[config.mk]
export PLATFORM = sky130hd
export DESIGN_NAME = ibex_multdiv_serial
export DESIGN_NICKNAME = d
export VERILOG_FILES = /design/src/rtl/ibex_pkg.sv /design/src/rtl/ibex_multdiv_addsub.sv /design/src/rtl/ibex_multdiv_serial.sv
export SDC_FILE = /design/constraint.sdc
export NUM_CORES = 1
export LEC_CHECK = 0
export ABC_CLOCK_PERIOD_IN_PS = 3700
export CAP_MARGIN = 20
export CORE_MARGIN = 2
export CORE_UTILIZATION = 51
export CTS_BUF_LIST = sky130_fd_sc_hd__clkbuf_4 sky130_fd_sc_hd__clkbuf_8 sky130_fd_sc_hd__clkbuf_16
export DETAILED_ROUTE_END_ITERATION = 8
export PLACE_DENSITY = 0.77
export SLEW_MARGIN = 20
export SYNTH_ARGS = -nofsm -noshare
export SYNTH_HDL_FRONTEND = slang
export SYNTH_SLANG_ARGS = --single-unit
[constraint.sdc]
create_clock -name clk_i -period 3.7 [get_ports clk_i]
set_clock_uncertainty 0.15 [all_clocks]
set_input_delay 0.37 -clock clk_i [delete_from_list [all_inputs] [get_ports clk_i]]
set_output_delay 0.37 -clock clk_i [all_outputs]
set_load 0.01 [all_outputs]
[src/rtl/ibex_pkg.sv]
// ibex_pkg: shared opcode/state types and the iteration count for the serial multiply/divide unit.
package ibex_pkg;
  typedef enum logic [1:0] {MD_OP_MULL, MD_OP_MULH, MD_OP_DIV, MD_OP_REM} md_op_e;
  typedef enum logic [2:0] {IDLE, ABS, CALC, FIX, DONE} md_state_e;
  localparam int MD_CALC_CYCLES = 32;
endpackage

[src/rtl/ibex_multdiv_addsub.sv]
// ibex_multdiv_addsub: Width+1-bit add or subtract with carry-out (carry = no borrow on subtract).
module ibex_multdiv_addsub #(
  parameter int Width = 32
) (
  input  logic [Width:0] a,
  input  logic [Width:0] b,
  input  logic           sub,
  output logic [Width:0] sum,
  output logic           cout
);
  logic [Width+1:0] t;
  assign t = {1'b0, a} + {1'b0, sub ? ~b : b} + (Width+2)'(sub);
  assign sum = t[Width:0];
  assign cout = t[Width+1];
endmodule

[src/rtl/ibex_multdiv_serial.sv]
// ibex_multdiv_serial: iterative 32-cycle multiplier/divider; divider present only with IBEX_MULTDIV_DIV_EN.
module ibex_multdiv_serial
  import ibex_pkg::*;
#(
  parameter int Width = 32
) (
  input  logic             clk_i,
  input  logic             rst_i,
  input  logic             valid_i,
  output logic             ready_o,
  input  md_op_e           op_i,
  input  logic [1:0]       signed_mode_i,
  input  logic [Width-1:0] op_a_i,
  input  logic [Width-1:0] op_b_i,
  input  logic             kill_i,
  output logic             valid_o,
  input  logic             ready_i,
  output logic [Width-1:0] result_o
);
`ifdef IBEX_MULTDIV_DIV_EN
  localparam logic DivEn = 1'b1;
`else
  localparam logic DivEn = 1'b0;
`endif
  md_state_e state, state_n;
  md_op_e op_q;
  logic [1:0] sm_q;
  logic [Width-1:0] hi, lo, mc, res, a_abs, b_abs;
  logic [4:0] cnt;
  logic neg_res, neg_rem, is_div, a_neg, b_neg, cout;
  logic [Width:0] add_a, add_b, sum;
  logic [2*Width-1:0] prod;
  // During ABS the raw operands still sit in mc (a) and lo (b).
  assign is_div = DivEn && op_q[1];
  assign a_neg = sm_q[0] & mc[Width-1];
  assign b_neg = sm_q[1] & lo[Width-1];
  assign a_abs = a_neg ? -mc : mc;
  assign b_abs = b_neg ? -lo : lo;
  assign prod = neg_res ? -{hi, lo} : {hi, lo};
  assign add_a = is_div ? {hi, lo[Width-1]} : {1'b0, hi};
  assign add_b = {1'b0, is_div ? mc : (mc & {Width{lo[0]}})};
  assign ready_o = state == IDLE;
  assign valid_o = state == DONE;
  assign result_o = res;
  ibex_multdiv_addsub #(.Width(Width)) u_addsub (
    .a(add_a),
    .b(add_b),
    .sub(is_div),
    .sum(sum),
    .cout(cout)
  );
  always_comb begin
    state_n = state;
    case (state)
      IDLE: if (valid_i && !kill_i) state_n = (op_i[1] && !DivEn) ? DONE : ABS;
      ABS: state_n = kill_i ? IDLE : (is_div && lo == '0) ? DONE : CALC;
      CALC: state_n = kill_i ? IDLE : (cnt == 5'(MD_CALC_CYCLES - 1)) ? FIX : CALC;
      FIX: state_n = kill_i ? IDLE : DONE;
      DONE: state_n = (kill_i || ready_i) ? IDLE : DONE;
      default: state_n = IDLE;
    endcase
  end
  always_ff @(posedge clk_i) begin
    if (rst_i) state <= IDLE;
    else state <= state_n;
  end
  always_ff @(posedge clk_i) begin
    if (rst_i) begin
      op_q <= MD_OP_MULL;
      sm_q <= '0;
      hi <= '0;
      lo <= '0;
      mc <= '0;
      res <= '0;
      cnt <= '0;
      neg_res <= 1'b0;
      neg_rem <= 1'b0;
    end else begin
      case (state)
        IDLE: if (valid_i && !kill_i) begin
          op_q <= op_i;
          sm_q <= signed_mode_i;
          mc <= op_a_i;
          lo <= op_b_i;
          if (op_i[1] && !DivEn) res <= '0;
        end
        ABS: begin
          hi <= '0;
          cnt <= '0;
          neg_res <= a_neg ^ b_neg;
          neg_rem <= a_neg;
          mc <= is_div ? b_abs : a_abs;
          lo <= is_div ? a_abs : b_abs;
          if (is_div && lo == '0) res <= (op_q == MD_OP_DIV) ? '1 : mc;
        end
        // Multiply shifts {hi,lo} right; divide shifts the dividend left into the partial remainder.
        CALC: begin
          cnt <= cnt + 5'd1;
          hi <= is_div ? (cout ? sum[Width-1:0] : add_a[Width-1:0]) : sum[Width:1];
          lo <= is_div ? {lo[Width-2:0], cout} : {sum[0], lo[Width-1:1]};
        end
        FIX: res <= is_div ? ((op_q == MD_OP_DIV) ? (neg_res ? -lo : lo) : (neg_rem ? -hi : hi))
                           : ((op_q == MD_OP_MULL) ? prod[Width-1:0] : prod[2*Width-1:Width]);
        default: ;
      endcase
    end
  end
endmodule

==> results_tabular.tex, run 1 <==
\begin{tabular}{lr}
\hline
Metric & Value \\
\hline
\multicolumn{2}{l}{\textbf{Outcome}} \\
\quad Status & finished, violations left \\
\quad Violations in the final reports & DRC \\
\multicolumn{2}{l}{\textbf{Power and ir drop}} \\
\quad Net Sw Frac & 0.307 \\
\quad Part of the power in registers & 0.359 \\
\quad Clock power share & 0.429 \\
\quad Leakage power total & 0.00470 uW \\
\quad Power after layout & 4710 uW \\
\quad Logic pwr share & 0.213 \\
\quad Power per standard cell area & 388 nW/um\^{}2 \\
\quad Switching pwr & 1450 uW \\
\quad Largest voltage drop on the vdd net & 0.311 mV \\
\quad Internal power consumption & 3270 uW \\
\multicolumn{2}{l}{\textbf{Timing}} \\
\quad Maximum frequency from static timing analysis & 0.287 GHz \\
\quad Max-slew violation count & 0 \\
\quad Unrepaired setup endpoints after global routing & false \\
\quad Total setup violations reported at the end of the flow & 0 \\
\quad Slew of the pin with the lowest slew margin & 1040 ps \\
\quad Relative slew slack & 0.304 \\
\quad Clock period minus worst slack & 3480 ps \\
\quad Fin. Hold Viols & 0 \\
\quad Final critical-path share of the clock period & 0.941 \\
\quad Final-layout setup total negative slack & 0 ps \\
\multicolumn{2}{l}{\textbf{Yosys}} \\
\quad Predominant post-synthesis flop cell & dfxtp\_1 \\
\quad Number of synthesized flops with an enable pin & 0 \\
\quad Synth warn & 0 \\
\quad Yosys top cell area share & 0.279 \\
\quad Most frequent cells after synthesis & nor2\_1 (167), nand2\_1 (163), dfxtp\_1 (141) \\
\quad Main area contributors after synthesis & dfxtp\_1 (28\%), nor2\_1 (6.2\%), nand2\_1 (6.0\%), a21oi\_1 (5.9\%), o21ai\_0 (5.6\%) \\
\quad Average instance area after synthesis & 7.25 sq um \\
\quad Count of distinct cell types in the synthesized netlist & 71 \\
\quad Flip-flop and latch count after synthesis & 141 \\
\quad Fraction of registers with async set or reset after synthesis & 0 \\
\quad Cell type with the highest aggregate area in the netlist & dfxtp\_1 \\
\quad Most numerous cell in the Yosys netlist & nor2\_1 \\
\quad Cell count after synthesis & 1,395 \\
\quad Post-synthesis net count & 1,505 \\
\quad Cell area after synthesis & 10,100 sq um \\
\quad Fraction of the yosys area taken by sequential cells & 0.279 \\
\multicolumn{2}{l}{\textbf{Critical path}} \\
\quad CP max-delay cell & a2111oi\_1 \\
\quad Arrival @ worst endpoint & 3620 ps \\
\quad Crit-path max cell delay & 520 ps \\
\quad CP cell instances & inv\_1, nor2\_1, ha\_1, inv\_1, fa\_1, nand2b\_1, a21oi\_1, a41oi\_1, a2111oi\_1, o211ai\_1, a21oi\_1, xnor2\_1, o21ai\_0 \\
\quad Maximum fanout count along the critical path & 5 \\
\quad Nature of the critical path startpoint & register \\
\quad Worst endpoint required time & 3830 ps \\
\quad Kind of end point of the critical path & register \\
\quad Type of the worst setup path & reg2reg \\
\multicolumn{2}{l}{\textbf{Finish}} \\
\quad N\_diodes & 0 \\
\quad Share of cells above drive strength 1 & 0.0703 \\
\quad Layout overhead on the synthesized area & 20.0\% \\
\quad Final cell utilization of the core & 0.624 \\
\quad Net count reported at finish & 1,562 \\
\multicolumn{2}{l}{\textbf{Global routing}} \\
\quad Vias in the first global route & 9,900 \\
\quad Global-route wire length before repair & 52,500 um \\
\quad Total congestion overflow & 0 \\
\quad Number of antenna violations at the first check in global routing & 0 \\
\quad Global router's overall resource usage & 0.318 \\
\quad Largest net degree at the start of global routing & 66 \\
\multicolumn{2}{l}{\textbf{Clocking}} \\
\quad Clock tree from TritonCTS & yes \\
\quad Maximum level of the CTS H-tree & 4 \\
\quad CTS clk-pin slew, worst paths & 70 ps \\
\quad Latest clock arrival within the worst-skew pair & 440 ps \\
\quad Maximum root-to-sink buffer count & 2 \\
\quad TritonCTS Buffers & 17 \\
\quad Clock root buffer & clkbuf\_16 \\
\quad Num Clock Sinks & 141 \\
\multicolumn{2}{l}{\textbf{Drt}} \\
\quad Post-detailed-route via-to-cell ratio & 6.42 \\
\quad Starting DRC count in detailed routing & 1,387 \\
\quad Final routed DRC violation total & 2 \\
\quad Vias & 11,100 \\
\quad Post-detailed-route count of antenna-violating nets & 0 \\
\quad Total routed wirelength & 33,600 um \\
\quad Detailed-routing iteration count for the pre-antenna-repair pass & 9 \\
\quad DR WL/cell & 19.4 um \\
\multicolumn{2}{l}{\textbf{Floorplan}} \\
\quad Horizontal die dimension & 145 um \\
\quad Num rows & 51 \\
\quad Total die area & 21,000 sq um \\
\quad Number of I/O pins & 107 \\
\quad Vertical die dimension & 145 um \\
\quad Core region area & 19,500 sq um \\
\quad Initial core utilization & 0.520 \\
\multicolumn{2}{l}{\textbf{Placed design}} \\
\quad Routability cong. & 1.03 \\
\quad Final HPWL DP & 23,800 um \\
\quad Port Buffer Count & 106 \\
\multicolumn{2}{l}{\textbf{Min path}} \\
\quad Worst Hold Class & reg2reg \\
\multicolumn{2}{l}{\textbf{Run}} \\
\quad Maximum Capacitance Violations & 0 \\
\hline
\end{tabular}
## through the flow
step / area, sq um / hold slack, ps / worst slack, ps / cells
floorplan: 10100 / 286 / 397 / 1395
global placement: 11500 / 289 / 336 / 1698
detailed placement: 11500 / 293 / 231 / 1698
CTS: 12100 / 309 / 199 / 1730
global route: 12100 / 324 / 45.8 / 1730
finish: 12100 / 303 / 218 / 1730
## worst max-delay path: cells and delay by family, from the launching register on
| kind | cells | cell delay (ps) |
|---|---|---|
| DFF | 1 | 400 |
| xor gates and xnor gates | 1 | 150 |
| buffers and inverters | 2 | 160 |
| adders and majority gates | 2 | 590 |
| AOI/OAI and AO/OA | 6 | 1570 |
| and+or+nand+nor | 2 | 290 |
## flip-flops by register name, indices dropped and copies added (netlist names)
signal / cells
hi: 32
sm_q: 2
mc: 32
lo: 32
neg_res: 1
op_q: 2
cnt: 5
result_o: 32
state: 3
## cell usage in the layout (no fill, tap or decap), drive strengths merged, types with 7 or more instances in the layout
cell             n
dfxtp          141
or3             27
nand4           18
xor2            42
o21ai          124
ha              36
clkdlybuf4s50  105
xnor2           27
and2            37
or2             12
nor2           167
inv             18
and3             7
o211ai          11
a21o            21
a211oi          20
a21oi          119
nor3b           12
nand2          163
nor3            38
buf             36
o221ai          10
clkbuf          19
or4             14
o31ai           21
nand3           23
nand3b           7
nand2b          14
a222oi           7
a22oi           46
nor4            20
a22o            13
a221oi           9
## logic make-up (layout without fill, tap and decap cells)
logic type	Yosys count	in the layout	share of synthesized area
simple gates	571	571	0.280
fa+ha+maj	37	37	0.0465
mux	5	5	0.00544
flops	141	141	0.279
xor+xnor	69	69	0.0598
buf+inv	120	190	0.0447
compound gates	452	452	0.285
## final cells by class
type	instances	area, sq um
clock buffer	19	447
clock inverter	13	238
fill	1688	7320
inverter	17	63.8
multi-input combinational	1134	6890
sequential	141	2820
tap	265	332
timing repair buffer	141	1340
## timing repair
action                                  in CTS  in global routing
hold buffers                                 0                  0
gates resized for setup                      0                  1
endpoints found under the setup margin       0                  2
buffers inserted                             0                  0
## path summary, 6_finish.rpt
kind / start / end / slack [ps] / cells after the start
max: mc[0] / hi[27] / 220 / 13
min reg2reg: result_o[1] / result_o[1] / 300 / 1
max reg2reg: mc[0] / hi[27] / 220 / 13
min: result_o[1] / result_o[1] / 300 / 1
## routing by layer
metal	up-vias	share of wire	GRT usage
li1	5213	-	-
met1	5143	0.40	0.409
met2	623	0.46	0.515
met3	125	0.092	0.0546
met4	0	0.050	0.158
met5	-	0	0
## power groups by stage
stage | Clock (uW) | Sequential, uW | Combinational (uW)
finish | 2020 | 1690 | 1000
global route | 2090 | 1700 | 1090
CTS | 2020 | 1690 | 983
detailed placement | 0 | 1720 | 970
global placement | 0 | 1720 | 962
floorplan | 0 | 1660 | 699
Power figures use the tool's default switching activity.
==> inputs of run 2 (changes only) <==
--- a/config.mk
+++ b/config.mk
@@ -11,8 +11,9 @@
 export CORE_UTILIZATION = 51
 export CTS_BUF_LIST = sky130_fd_sc_hd__clkbuf_4 sky130_fd_sc_hd__clkbuf_8 sky130_fd_sc_hd__clkbuf_16
 export DETAILED_ROUTE_END_ITERATION = 8
-export PLACE_DENSITY = 0.77
+export PLACE_DENSITY = 0.76
 export SLEW_MARGIN = 20
 export SYNTH_ARGS = -nofsm -noshare
 export SYNTH_HDL_FRONTEND = slang
+export SYNTH_HIERARCHICAL = 1
 export SYNTH_SLANG_ARGS = --single-unit
==> results_tabular.tex, run 2 <==
\begin{tabular}{lr}
\hline
Metric & Value \\
\hline
\multicolumn{2}{l}{\textbf{Global routing}} \\
\quad Number of antenna violations at the first check in global routing & 2 (+2) \\
\quad Vias in the first global route & 10,400 (+4.7\%) \\
\quad Global router's overall resource usage & 0.317 (-0.00104) \\
\quad Total congestion overflow & 0 (unchanged) \\
\quad Global-route wire length before repair & 57,000 um (+8.6\%) \\
\quad Largest net degree at the start of global routing & 74 (+12\%) \\
\multicolumn{2}{l}{\textbf{Finish}} \\
\quad Net count reported at finish & 1,618 (+3.6\%) \\
\quad Highest-count cells in the layout ignoring fill and taps & nor2\_1 (167), dfxtp\_1 (140), nand2\_1 (136) \\
\quad Leading cell type in the layout, fill and taps excluded & nor2\_1 \\
\quad Fill count & 1,864 (+10\%) \\
\quad Share of cells above drive strength 1 & 0.0815 (+0.0112) \\
\quad Post-route insts no fill & 1,796 (+3.8\%) \\
\quad N\_diodes & 0 (unchanged) \\
\quad Area used by multi-input combinational logic & 7610 sq um (+10\%) \\
\quad Layout overhead on the synthesized area & 16.8\% \\
\quad Footprint of the flip-flops and latches & 2820 sq um (unchanged) \\
\multicolumn{2}{l}{\textbf{Clocking}} \\
\quad Clock tree from TritonCTS & yes \\
\quad Clock root buffer & clkbuf\_16 \\
\quad Maximum level of the CTS H-tree & 4 (unchanged) \\
\quad Num Clock Sinks & 141 (unchanged) \\
\quad Latest clock arrival within the worst-skew pair & 440 ps (about the same) \\
\quad CTS clk-pin slew, worst paths & 70 ps (about the same) \\
\quad Hold buffers post-CTS & 0 (unchanged) \\
\quad Number of post-CTS setup repair buffers & 0 (unchanged) \\
\quad Maximum root-to-sink buffer count & 2 (unchanged) \\
\quad Gates resized, CTS repair & 0 (unchanged) \\
\quad TritonCTS Buffers & 17 (unchanged) \\
\multicolumn{2}{l}{\textbf{Critical path}} \\
\quad Worst endpoint required time & 3840 ps (about the same) \\
\quad Nature of the critical path startpoint & register \\
\quad Cell depth of the worst flop-to-flop path & 13 (unchanged) \\
\quad Type of the worst setup path & reg2reg \\
\quad Arrival @ worst endpoint & 3610 ps (about the same) \\
\quad Maximum fanout count along the critical path & 32 (+27) \\
\quad Kind of end point of the critical path & register \\
\multicolumn{2}{l}{\textbf{Power and ir drop}} \\
\quad Clock power share & 0.409 (-0.020) \\
\quad Logic pwr share & 0.217 (+0.004) \\
\quad Net Sw Frac & 0.330 (+0.0222) \\
\quad Largest voltage drop on the vdd net & 0.262 mV (-16\%) \\
\quad Leakage power total & 0.00490 uW (+4.2\%) \\
\quad Switching pwr & 1460 uW (+0.91\%) \\
\quad Power per standard cell area & 347 nW/um\^{}2 (-11\%) \\
\quad Internal power consumption & 2970 uW (-8.9\%) \\
\quad Part of the power in registers & 0.374 (+0.015) \\
\multicolumn{2}{l}{\textbf{Drt}} \\
\quad Routed wl met3 & 3730 um (+21\%) \\
\quad DR WL/cell & 20.0 um (+2.9\%) \\
\quad Highest metal layer with signal wires & met5 \\
\quad Total routed wirelength & 35,900 um (+6.8\%) \\
\quad Total routed wire length on the met1 layer & 15,900 um (+18\%) \\
\quad Routed length on met2 & 15,500 um (+1.3\%) \\
\quad Vias & 11,700 (+5.3\%) \\
\quad Post-detailed-route via-to-cell ratio & 6.51 (+1.4\%) \\
\quad Final routed DRC violation total & 0 (-2) \\
\quad Starting DRC count in detailed routing & 1,405 (+1.3\%) \\
\quad Detailed-routing iteration count for the pre-antenna-repair pass & 6 (-3) \\
\quad Post-detailed-route count of antenna-violating nets & 0 (unchanged) \\
\multicolumn{2}{l}{\textbf{Placed design}} \\
\quad Port Buffer Count & 106 (unchanged) \\
\quad Routability cong. & 0.952 (-7.9\%) \\
\quad Final HPWL DP & 25,900 um (+9.0\%) \\
\quad \# placed instances & 1,764 (+3.9\%) \\
\multicolumn{2}{l}{\textbf{Run}} \\
\quad Maximum Capacitance Violations & 0 (unchanged) \\
\multicolumn{2}{l}{\textbf{Yosys}} \\
\quad Cell area after synthesis & 11,000 sq um (+8.3\%) \\
\quad Synth warn & 6 (+6) \\
\quad Cell count after synthesis & 1,462 (+4.8\%) \\
\quad Average instance area after synthesis & 7.49 sq um (+3.3\%) \\
\multicolumn{2}{l}{\textbf{Floorplan}} \\
\quad Total die area & 22,700 sq um (+8.1\%) \\
\quad Initial core utilization & 0.521 (+0.00146) \\
\quad Vertical die dimension & 151 um (+4.0\%) \\
\quad Core region area & 21,000 sq um (+8.0\%) \\
\quad Num rows & 53 (+3.9\%) \\
\quad Horizontal die dimension & 151 um (+4.0\%) \\
\quad Number of I/O pins & 107 (unchanged) \\
\multicolumn{2}{l}{\textbf{Timing}} \\
\quad Max-slew violation count & 0 (unchanged) \\
\quad Maximum frequency from static timing analysis & 0.288 GHz (+0.37\%) \\
\quad Final critical-path share of the clock period & 0.938 (-0.00344) \\
\quad Fin. Hold Viols & 0 (unchanged) \\
\quad Relative slew slack & 0.382 (+0.0779) \\
\quad Final-layout setup total negative slack & 0 ps (unchanged) \\
\quad Slew of the pin with the lowest slew margin & 923 ps (-120 ps) \\
\quad Unrepaired setup endpoints after global routing & false \\
\quad Clock period minus worst slack & 3470 ps (-12.7 ps) \\
\quad Total setup violations reported at the end of the flow & 0 (unchanged) \\
\multicolumn{2}{l}{\textbf{Min path}} \\
\quad Worst Hold Class & in2reg \\
\quad Worst Hold Path Cells & 2 (+1) \\
\multicolumn{2}{l}{\textbf{Outcome}} \\
\quad Status & finished, final reports clean \\
\hline
\end{tabular}
==> run 2: area by class of cell <==
cell class	instances	area share
clock buffers	18	0.0338
flip-flops and latches	141	0.221
multi-input cells	1187	0.595
well taps	275	0.0269
inverters	16	0.00469
clock inverters	14	0.0134
repair buffers	145	0.106
==> run 2: per-layer routing <==
layer / up-vias / global-route usage
li1: 5525 / -
met1: 5443 / 0.465
met2: 655 / 0.474
met3: 65 / 0.0630
met4: 2 / 0.0797
met5: - / 0
==> run 2: worst max-delay path, stage by stage, from the launching register on <==
cell and delay (ps):
dfxtp_1 330, buf_4 290, and2_1 190, xor2_1 170, ha_1 320, a21oi_1 330, o221ai_4 180, o21ai_1 200
a21oi_1 160, a211oi_2 440, o32ai_1 150, xor2_1 170, a22oi_1 190, nor2_1 50
==> run 2: metrics by stage <==
step | worst slack, ps | utilization | hold slack [ps] | power [uW] | instance area, sq um
final | 230 | 0.609 | 225 | 4440 | 12800
after global routing | 53.6 | 0.609 | 232 | 4610 | 12800
after CTS | 310 | 0.609 | 218 | 4430 | 12800
after detailed placement | 356 | 0.580 | 294 | 2620 | 12200
after global placement | 398 | 0.580 | 291 | 2610 | 12200
after floorplan | 492 | - | 286 | 2320 | 11000
==> run 2: power by group through the flow <==
stage	registers, uW	clock network, uW	logic (uW)
finish	1660	1810	962
detailed placement	1690	0	931
floorplan	1640	0	675
global route	1670	1890	1050
global placement	1690	0	923
CTS	1660	1830	938
==> run 2: final timing paths <==
check                                   from           end  slack (ps)
worst max-delay path                   lo[0]        hi[30]         230
worst min-delay path                   rst_i        lo[28]         230
worst max register to register         lo[0]        hi[30]         230
worst min register to register  result_o[29]  result_o[29]         300
==> inputs of run 3 (changes only) <==
--- a/config.mk
+++ b/config.mk
@@ -9,7 +9,7 @@
 export CAP_MARGIN = 20
 export CORE_MARGIN = 2
 export CORE_UTILIZATION = 51
-export CTS_BUF_LIST = sky130_fd_sc_hd__clkbuf_4 sky130_fd_sc_hd__clkbuf_8 sky130_fd_sc_hd__clkbuf_16
+export CTS_BUF_LIST = sky130_fd_sc_hd__clkbuf_4 sky130_fd_sc_hd__clkbuf_8
 export DETAILED_ROUTE_END_ITERATION = 8
 export PLACE_DENSITY = 0.76
 export SLEW_MARGIN = 20
==> results_tabular.tex, run 3 (synthesis results as in run 2) <==
\begin{tabular}{lr}
\hline
Metric & Value \\
\hline
\multicolumn{2}{l}{\textbf{Timing}} \\
\quad Slew of the pin with the lowest slew margin & 896 ps (-27.8 ps) \\
\quad Final critical-path share of the clock period & 0.923 (-0.0145) \\
\quad Clock period minus worst slack & 3420 ps (-53.7 ps) \\
\quad Total setup violations reported at the end of the flow & 0 (unchanged) \\
\quad Worst-case hold slack & 190 ps (-34.9 ps) \\
\quad Max-slew violation count & 0 (unchanged) \\
\quad Maximum frequency from static timing analysis & 0.293 GHz (+1.6\%) \\
\quad Unrepaired setup endpoints after global routing & false \\
\quad Fin. Hold Viols & 0 (unchanged) \\
\quad Relative slew slack & 0.401 (+0.0186) \\
\quad Final-layout setup total negative slack & 0 ps (unchanged) \\
\multicolumn{2}{l}{\textbf{Finish}} \\
\quad Share of cells above drive strength 1 & 0.0815 (unchanged) \\
\quad Final non-filler cell area & 12,600 sq um (-1.5\%) \\
\quad Net count reported at finish & 1,618 (unchanged) \\
\quad Leading cell type in the layout, fill and taps excluded & nor2\_1 \\
\quad Layout overhead on the synthesized area & 15.1\% \\
\quad Fill count & 1,890 (+1.4\%) \\
\quad Highest-count cells in the layout ignoring fill and taps & nor2\_1 (167), dfxtp\_1 (140), nand2\_1 (136) \\
\multicolumn{2}{l}{\textbf{Global routing}} \\
\quad Global-route wire length before repair & 56,300 um (-1.2\%) \\
\quad Number of antenna violations at the first check in global routing & 0 (-2) \\
\quad Vias in the first global route & 10,300 (-0.84\%) \\
\quad Largest net degree at the start of global routing & 74 (unchanged) \\
\quad Total congestion overflow & 0 (unchanged) \\
\quad Global router's overall resource usage & 0.314 (-0.00344) \\
\multicolumn{2}{l}{\textbf{Power and ir drop}} \\
\quad Power per standard cell area & 316 nW/um\^{}2 (-8.9\%) \\
\quad Largest voltage drop on the vdd net & 0.249 mV (-5.0\%) \\
\quad Leakage power total & 0.00481 uW (-1.8\%) \\
\multicolumn{2}{l}{\textbf{Critical path}} \\
\quad Arrival @ worst endpoint & 3590 ps (-20 ps) \\
\quad Type of the worst setup path & reg2reg \\
\quad Nature of the critical path startpoint & register \\
\quad Worst endpoint required time & 3880 ps (+40 ps) \\
\quad Kind of end point of the critical path & register \\
\quad Maximum fanout count along the critical path & 32 (unchanged) \\
\multicolumn{2}{l}{\textbf{Floorplan}} \\
\quad Vertical die dimension & 151 um (unchanged) \\
\quad Horizontal die dimension & 151 um (unchanged) \\
\quad Number of I/O pins & 107 (unchanged) \\
\quad Total die area & 22,700 sq um (unchanged) \\
\quad Initial core utilization & 0.521 (unchanged) \\
\quad Core region area & 21,000 sq um (unchanged) \\
\quad Num rows & 53 (unchanged) \\
\multicolumn{2}{l}{\textbf{Clocking}} \\
\quad Clock root buffer & clkbuf\_8 \\
\quad CTS clk-pin slew, worst paths & 100 ps (+30 ps) \\
\quad Number of post-CTS setup repair buffers & 0 (unchanged) \\
\quad Gates resized, CTS repair & 0 (unchanged) \\
\quad Hold buffers post-CTS & 0 (unchanged) \\
\quad Maximum root-to-sink buffer count & 2 (unchanged) \\
\quad Num Clock Sinks & 141 (unchanged) \\
\quad Clock tree from TritonCTS & yes \\
\quad Maximum level of the CTS H-tree & 4 (unchanged) \\
\quad TritonCTS Buffers & 17 (unchanged) \\
\quad Latest clock arrival within the worst-skew pair & 470 ps (+30 ps) \\
\multicolumn{2}{l}{\textbf{Drt}} \\
\quad Final routed DRC violation total & 0 (unchanged) \\
\quad DR WL/cell & 19.8 um (-0.72\%) \\
\quad Detailed-routing iteration count for the pre-antenna-repair pass & 6 (unchanged) \\
\quad Post-detailed-route count of antenna-violating nets & 0 (unchanged) \\
\quad Total routed wirelength & 35,700 um (-0.66\%) \\
\quad Vias & 11,600 (-0.80\%) \\
\quad Starting DRC count in detailed routing & 1,335 (-5.0\%) \\
\quad Post-detailed-route via-to-cell ratio & 6.45 (-0.85\%) \\
\multicolumn{2}{l}{\textbf{Placed design}} \\
\quad Post-DP Area & 12,200 sq um (unchanged) \\
\quad Routability cong. & 0.952 (unchanged) \\
\quad Final HPWL DP & 25,900 um (unchanged) \\
\quad Port Buffer Count & 106 (unchanged) \\
\multicolumn{2}{l}{\textbf{Min path}} \\
\quad Worst Hold Class & in2reg \\
\multicolumn{2}{l}{\textbf{Run}} \\
\quad Maximum Capacitance Violations & 0 (unchanged) \\
\multicolumn{2}{l}{\textbf{Outcome}} \\
\quad Status & finished, final reports clean \\
\hline
\end{tabular}
==> run 3: cell count changes in the layout (fill, tap and decap cells not counted) <==
cell / change
clkbuf_8: +17
diode_2: +1
clkbuf_16: -17
==> run 3: power breakdown <==
part	switching, uW	leakage [uW]	internal [uW]
logic	579	0.00346	377
clock network	731	0.000209	635
registers	93.6	0.00115	1570
total	1400	0.00481	2580
==> run 3: metal layers <==
metal / global-route usage / part of all wire / vias to the layer above
li1: - / - / 5523
met4: 0.0778 / 0.018 / 0
met1: 0.464 / 0.45 / 5389
met3: 0.0533 / 0.097 / 53
met5: 0 / 0 / -
met2: 0.470 / 0.43 / 632
==> run 3: final timing paths <==
kind | start | endpoint | slack (ps) | depth (start not counted)
max | lo[0] | hi[30] | 280 | 13
min | rst_i | lo[28] | 190 | 2
max reg2reg | lo[0] | hi[30] | 280 | 13
min reg2reg | result_o[29] | result_o[29] | 310 | 2
==> run 3: stage by stage <==
stage,utilization,cells,setup slack [ps],total power [uW]
floorplan,-,1464,492,2320
global placement,0.580,1764,398,2610
detailed placement,0.580,1764,356,2620
CTS,0.599,1796,329,3970
global route,0.599,1796,57.0,4150
finish,0.600,1797,284,3980
==> run 3: area by class of cell <==
| class | instances | area, sq um | share of cell area |
|---|---|---|---|
| multi-input combinational | 1187 | 7610 | 0.604 |
| sequential | 141 | 2820 | 0.224 |
| timing repair buffer | 145 | 1350 | 0.107 |
| tap | 275 | 344 | 0.0273 |
| clock buffer | 18 | 241 | 0.0192 |
| clock inverter | 14 | 171 | 0.0136 |
| inverter | 16 | 60.1 | 0.00476 |
| antenna | 1 | 2.50 | 0.000199 |
==> run 3: critical path, stage by stage (launching register included) <==
cell	delay [ps]
dfxtp_1	340
buf_4	280
and2_1	190
xor2_1	150
ha_1	330
a21oi_1	310
o221ai_4	180
o21ai_1	200
a21oi_1	160
a211oi_2	430
o32ai_1	150
xor2_1	170
a22oi_1	200
nor2_1	60
